==> src/rtl/micro_seq_pkg.sv <==
// rtl/micro_seq_pkg.sv - shared op encodings, FSM states and defaults for the micro sequencer
package micro_seq_pkg;

    localparam int DEFAULT_ADDR_WIDTH = 11;

    typedef enum logic [2:0] {
        OP_NEXT     = 3'b000,
        OP_JUMP     = 3'b001,
        OP_BRANCH   = 3'b010,
        OP_CALL     = 3'b011,
        OP_RET      = 3'b100,
        OP_HOLD     = 3'b101,
        OP_DISPATCH = 3'b110,
        OP_ILLEGAL  = 3'b111
    } op_e;

    typedef enum logic [1:0] {
        ST_BOOT  = 2'd0,
        ST_RUN   = 2'd1,
        ST_ERROR = 2'd2
    } state_e;

endpackage

==> src/rtl/micro_return_stack.sv <==
// rtl/micro_return_stack.sv - LIFO of micro return addresses; only the occupancy pointer is reset
module micro_return_stack #(
    parameter int ADDR_WIDTH  = 11,
    parameter int STACK_DEPTH = 4
) (
    input  logic                           clk,
    input  logic                           rst,
    input  logic                           i_push,
    input  logic                           i_pop,
    input  logic [ADDR_WIDTH-1:0]          i_data,
    output logic [ADDR_WIDTH-1:0]          o_top,
    output logic [$clog2(STACK_DEPTH):0]   o_depth,
    output logic                           o_full,
    output logic                           o_empty
);

    localparam int PW = $clog2(STACK_DEPTH);
    localparam int DW = PW + 1;

    logic [ADDR_WIDTH-1:0] r_mem [STACK_DEPTH];
    logic [DW-1:0]         r_depth;
    logic [PW-1:0]         w_wr_idx;
    logic [PW-1:0]         w_rd_idx;
    logic                  w_do_push;
    logic                  w_do_pop;

    assign o_full    = (r_depth == DW'(STACK_DEPTH));
    assign o_empty   = (r_depth == '0);
    assign w_wr_idx  = r_depth[PW-1:0];
    assign w_rd_idx  = PW'(r_depth - DW'(1));
    assign w_do_push = i_push && !o_full;
    assign w_do_pop  = i_pop && !o_empty && !i_push;

    always_ff @(posedge clk) begin
        if (rst) begin
            r_depth <= '0;
        end else if (w_do_push) begin
            r_depth <= r_depth + DW'(1);
        end else if (w_do_pop) begin
            r_depth <= r_depth - DW'(1);
        end
    end

    // Entry contents are don't-care after reset, so the array carries no reset.
    always_ff @(posedge clk) begin
        if (w_do_push) begin
            r_mem[w_wr_idx] <= i_data;
        end
    end

    assign o_top   = r_mem[w_rd_idx];
    assign o_depth = r_depth;

endmodule

==> src/rtl/micro_addr_sequencer.sv <==
// rtl/micro_addr_sequencer.sv - micro-PC, next-address selection and sequencing FSM
module micro_addr_sequencer
    import micro_seq_pkg::*;
#(
    parameter int          ADDR_WIDTH   = DEFAULT_ADDR_WIDTH,
    parameter int          STACK_DEPTH  = 4,
    parameter int unsigned RESET_VECTOR = 0
) (
    input  logic                          MAS_CLOCK_50,
    input  logic                          MAS_RESET_InHigh,
    input  logic                          MAS_Ack_IN,
    input  logic                          MAS_Stall_IN,
    input  logic [2:0]                    MAS_Op_IN,
    input  logic                          MAS_Cond_IN,
    input  logic [ADDR_WIDTH-1:0]         MAS_Target_IN,
    input  logic [ADDR_WIDTH-1:0]         MAS_Dispatch_IN,
    output logic [ADDR_WIDTH-1:0]         MAS_Address_OUT,
    output logic                          MAS_Req_OUT,
    output logic [$clog2(STACK_DEPTH):0]  MAS_Depth_OUT,
    output logic                          MAS_Error_OUT
);

    state_e                r_state;
    state_e                w_state_next;
    logic [ADDR_WIDTH-1:0] r_addr;
    logic [ADDR_WIDTH-1:0] w_addr_next;
    logic [ADDR_WIDTH-1:0] w_addr_inc;
    logic [ADDR_WIDTH-1:0] w_stack_top;
    logic                  w_step;
    logic                  w_push;
    logic                  w_pop;
    logic                  w_fault;
    logic                  w_full;
    logic                  w_empty;
    op_e                   w_op;

    assign w_op       = op_e'(MAS_Op_IN);
    assign w_step     = (r_state == ST_RUN) && MAS_Ack_IN && !MAS_Stall_IN;
    assign w_addr_inc = r_addr + ADDR_WIDTH'(1);

    always_comb begin
        w_state_next = r_state;
        w_addr_next  = r_addr;
        w_push       = 1'b0;
        w_pop        = 1'b0;
        w_fault      = 1'b0;
        case (r_state)
            ST_BOOT: w_state_next = ST_RUN;
            ST_RUN: begin
                if (w_step) begin
                    case (w_op)
                        OP_NEXT:     w_addr_next = w_addr_inc;
                        OP_JUMP:     w_addr_next = MAS_Target_IN;
                        OP_BRANCH:   w_addr_next = MAS_Cond_IN ? MAS_Target_IN : w_addr_inc;
                        OP_CALL: begin
                            if (w_full) begin
                                w_fault = 1'b1;
                            end else begin
                                w_push      = 1'b1;
                                w_addr_next = MAS_Target_IN;
                            end
                        end
                        OP_RET: begin
                            if (w_empty) begin
                                w_fault = 1'b1;
                            end else begin
                                w_pop       = 1'b1;
                                w_addr_next = w_stack_top;
                            end
                        end
                        OP_HOLD:     w_addr_next = r_addr;
                        OP_DISPATCH: w_addr_next = MAS_Dispatch_IN;
                        default:     w_fault = 1'b1;
                    endcase
                end
                if (w_fault) begin
                    w_state_next = ST_ERROR;
                end
            end
            default: w_state_next = ST_ERROR;
        endcase
    end

    always_ff @(posedge MAS_CLOCK_50) begin
        if (MAS_RESET_InHigh) begin
            r_state <= ST_BOOT;
            r_addr  <= ADDR_WIDTH'(RESET_VECTOR);
        end else begin
            r_state <= w_state_next;
            r_addr  <= w_addr_next;
        end
    end

    // Return address is the wrapped increment, so a CALL at the top of the store returns to 0.
    micro_return_stack #(
        .ADDR_WIDTH  (ADDR_WIDTH),
        .STACK_DEPTH (STACK_DEPTH)
    ) u_stack (
        .clk     (MAS_CLOCK_50),
        .rst     (MAS_RESET_InHigh),
        .i_push  (w_push),
        .i_pop   (w_pop),
        .i_data  (w_addr_inc),
        .o_top   (w_stack_top),
        .o_depth (MAS_Depth_OUT),
        .o_full  (w_full),
        .o_empty (w_empty)
    );

    assign MAS_Address_OUT = r_addr;
    assign MAS_Req_OUT     = (r_state == ST_RUN);
    assign MAS_Error_OUT   = (r_state == ST_ERROR);

endmodule
==> config.mk <==
export PLATFORM = sky130hd
export DESIGN_NAME = micro_addr_sequencer
export DESIGN_NICKNAME = d
export VERILOG_FILES = /design/src/rtl/micro_seq_pkg.sv /design/src/rtl/micro_return_stack.sv /design/src/rtl/micro_addr_sequencer.sv
export SDC_FILE = /design/constraint.sdc
export NUM_CORES = 1
export LEC_CHECK = 0
export CAP_MARGIN = 15
export CORE_AREA = 4 4 141 109
export DETAILED_ROUTE_END_ITERATION = 8
export DIE_AREA = 0 0 145 113
export GPL_ROUTABILITY_DRIVEN = 0
export GPL_TIMING_DRIVEN = 0
export HOLD_SLACK_MARGIN = 0.02
export PLACE_DENSITY = 0.49
export SLEW_MARGIN = 20
export SYNTH_ARGS = -nofsm -noshare
export SYNTH_HDL_FRONTEND = slang
export SYNTH_SLANG_ARGS = --single-unit
==> constraint.sdc <==
create_clock -name MAS_CLOCK_50 -period 3.24 [get_ports MAS_CLOCK_50]
set_input_delay 0.648 -clock MAS_CLOCK_50 [delete_from_list [all_inputs] [get_ports MAS_CLOCK_50]]
set_output_delay 0.648 -clock MAS_CLOCK_50 [all_outputs]
set_load 0.005 [all_outputs]
==> results.txt <==
Across all layers, the routed design uses 2451 vias. The CTS sink count came out at 60. The class of the most critical setup path is reg2reg. The total of buffers placed on input and output ports came out at 45. The library cell occupying the most area in the post-synthesis netlist is edfxtp_1. At the end of the flow, the number of nets in the layout was 367. The post-placement worst setup slack came out at around 0.066 ns.

Setup repair after global routing left no endpoint under its margin. After detailed routing, the average wire length per cell comes to 18.56 µm. The cell row count is 38.

The worst hold path begins at MAS_Address_OUT[1]. The worst setup path is captured at a flop. After synthesis, the cell types taking the most area are edfxtp_1 42%, dfxtp_1 10%, mux4_2 7.8%, nand2_1 3.6%, o21ai_0 2.7%. The global routing usage summed across all routing layers came out at 11.78%.

The critical path goes through buf_4 > inv_1 > ha_1 > mux4_2 > nand2_1 > nand4_1 > o31ai_1 > a211oi_1. The count of unique library cells instantiated by Yosys is 58. The floorplan die area is 16390 µm².

The share of layout cells above drive strength 1 came out at a little over an eighth. The capture point of the worst reg-to-reg path is MAS_Address_OUT[6]. The number of nets produced by synthesis is 312. The mean post-synth cell area came out at 11.46 µm². The synthesized design contains 60 register bits. In this run the tightest slew margin relative to its limit is about 50%. The number of cells on the worst reg-to-reg path is 8. The highest ir drop seen on vdd is 0.2509 mV.

Power spread over the standard cell area amounts to 462.2 nW/µm². The cell area after synthesis came out at ~3200 µm². In this run the worst hold path is classified as reg2reg. The number of max-capacitance violations reported is 0. The depth of the CTS H-tree came out at 3.

The via count of the first global-routing pass came out at 2454. For met2 alone, demand over resource in global routing was 19.88%. The final count of pins violating max slew is 0.

The clock-pin slew on the worst setup and hold paths came out at 0.06 ns. In this run the critical register-to-register path is launched from u_stack.o_depth[0]. The buffering stage count on the worst path with inverters included is 2. The area added between synthesis and finish came out at 30.08%. The final HPWL from detailed placement came out at between 6 and 7 mm.

The die boundary width is 145 µm. The number of diodes is 0. The data arrival at the endpoint of the critical path came out at a little over 3 ns. The placement-stage cell area is 3837 µm². The fraction of synthesized cell area taken by the top area cell type came out at 41.79%. Counting the buffers created by CTS gives 9.

The part of the cycle the worst path needs is 87.27%. The largest individual stage delay along the critical path comes from the cell ha_1. The number of optimization iterations in the first detailed-route pass came out at 4. Entering global routing, the biggest net connects 13 pins. The final setup TNS is 0 ns.

The run finished with clean final reports. Dividing the detail-routed via count by the number of cells gives ~4.8. Once detail routing completed, the nets flagged for antenna violations numbered 0. The DRC violations left came out at 0.

The data required time of the critical path came out at around 3.4 ns. Once the clock tree was built, the resizer swapped 0 gates to a different size. The final hold violation count is 0. For hold timing, the worst endpoint is MAS_Address_OUT[1]. The highest attainable clock frequency came out at 353.7 MHz. The cell sitting at the root of the clock tree is a clkbuf_16. The area inside the core boundary is 14120 µm². The count of buffers added by post-CTS timing repair for setup is 0. The starting DRC count in detailed routing is approximately 180.

No sink is reached through more buffers than the 2 on the longest clock path. The post-route clock skew is 0.004523 ns. The finished layout cell area is 4113 µm². In the synthesized netlist, the cells that appear most often are 44 x edfxtp_1, 30 x nand2_1, 19 x nor2_1. The final routed wirelength across all metal layers is 9.575 mm. The kind of cell with the highest combined delay on the critical path is adder cells. The worst hold path cell count is 2.

For this design the static power due to leakage is 1.364 nW. Along the worst path, the maximum fanout reaches 13. For this run, the slowest stage of the critical path takes roughly 0.75 ns. The number of enable flip-flop cells after synthesis came out at between 40 and 50. The starting utilization of the core area came out at 22.39%. The met1 layer usage reported by global route is 15.22%.

The actual slew at the worst max-slew pin is 0.7378 ns. The number of warnings reported in the yosys synthesis log is 0. met2 is the most crowded layer. The count of boundary I/O pins came out at 46. The kind of launch point of the worst setup path is a flop. The most common cell in the synthesized netlist is edfxtp_1. The number of hold buffers added after cts is 0. The leftover overflow at the end of global routing is 0. The number of antenna violations at the first check in global routing was 0. The clock reaches the later pin of the worst-skew pair after 0.33 ns. The setup-violating endpoint count in the final report is 0. The cell count after synthesis came out at roughly 280. The met3 track demand over resource in global routing is 2.962%. For flop-to-flop paths, the worst setup slack is 0.41 ns. The height of the chip is 113 µm.

The most frequently used flop master after synthesis is edfxtp_1. Sequential elements use 51.92% of the synthesized area. The wire length of the first global-routing pass is approximately 14 mm. The final critical delay including setup and external delays is 2.828 ns. The CTS tree is built. In the synthesized netlist the async set-or-reset flop fraction comes to 0%. In the post-route analysis, the smallest setup slack over all paths is between 0.4 and 0.5 ns.
final cells by class:
cell class / instances / area (µm²)
clock buffers: 9 / 225.2
repair buffers: 45 / 450.4
inverters: 7 / 26.28
multi-input cells: 193 / 1408
well taps: 180 / 225.2
flip-flops and latches: 60 / 1642
plain buffers: 15 / 82.58
fillers: 1406 / 10010
clock inverters: 7 / 53.80
state kept, by name, summed over array words and instances (netlist names):
signal,cells
u_stack.o_depth,3
MAS_Address_OUT,11
r_state,2
u_stack.r_mem,44
per-stage QoR:
stage	hold slack, ns	cells	power (mW)	utilization [%]
after CTS	0.5335	517	1.921	29.15
after floorplan	0.4744	276	0.9480	-
final	0.5306	516	1.901	29.12
after global routing	0.5688	516	1.967	29.12
after detailed placement	0.5197	501	1.042	27.18
after global placement	0.5094	501	1.039	27.18
cell usage in the layout (no fill, tap or decap), drive strengths merged, types with 4 or more instances in the layout:
master and n:
mux4 11, o21ai 17, nand2 30, a211oi 5, a311oi 4, inv 7, xnor2 4, a21oi 16
edfxtp 44, nand3 5, nor3 6, o211ai 6, nor2 19, clkinv 4, buf 9, clkbuf 15
and2 10, dfxtp 16, ha 6, o31ai 5, clkdlybuf4s50 45, xor2 5
where the power goes:
group | switching (mW) | leakage (nW) | internal, mW
registers | 0.0110 | 0.538 | 0.829
logic | 0.0962 | 0.699 | 0.0890
clock network | 0.357 | 0.128 | 0.518
total | 0.465 | 1.36 | 1.44
worst max-delay path by stage:
stage | start | end | depth (start not counted)
3_5_place_dp | u_stack.o_depth[0] | MAS_Address_OUT[7] | 8
5_1_grt | u_stack.o_depth[0] | MAS_Address_OUT[6] | 8
3_3_place_gp | u_stack.o_depth[0] | MAS_Address_OUT[6] | 9
6_report | u_stack.o_depth[0] | MAS_Address_OUT[6] | 8
2_1_floorplan | u_stack.o_depth[0] | MAS_Address_OUT[5] | 8
4_1_cts | u_stack.o_depth[0] | MAS_Address_OUT[7] | 8
per-layer routing:
metal / wire length [µm] / part of all wire (%)
met1: 4264 / 45
met2: 4594 / 48
met3: 641 / 6.7
met4: 75 / 0.78
met5: 0 / 0
worst min-delay path: cells and delay by family, from the launching register on:
kind | cells | cell delay, ns
AO/OA/AOI/OAI | 1 | 0.06
flip-flops | 1 | 0.35
AND/OR/NAND/NOR | 1 | 0.07
cell families (layout without fill, tap and decap cells):
family                     Yosys count  in the layout  share of synthesized area [%]
and+or+nand+nor                     94             94                          15.99
AOI/OAI and AO/OA                   72             72                          15.47
DFF                                 60             60                          51.92
buffers and inverters               23             83                          3.562
muxes                               12             12                          8.192
xor gates and xnor gates             9              9                          2.493
adders and majority gates            6              6                          2.374
Note: power is estimated with default switching activity, not from simulation.
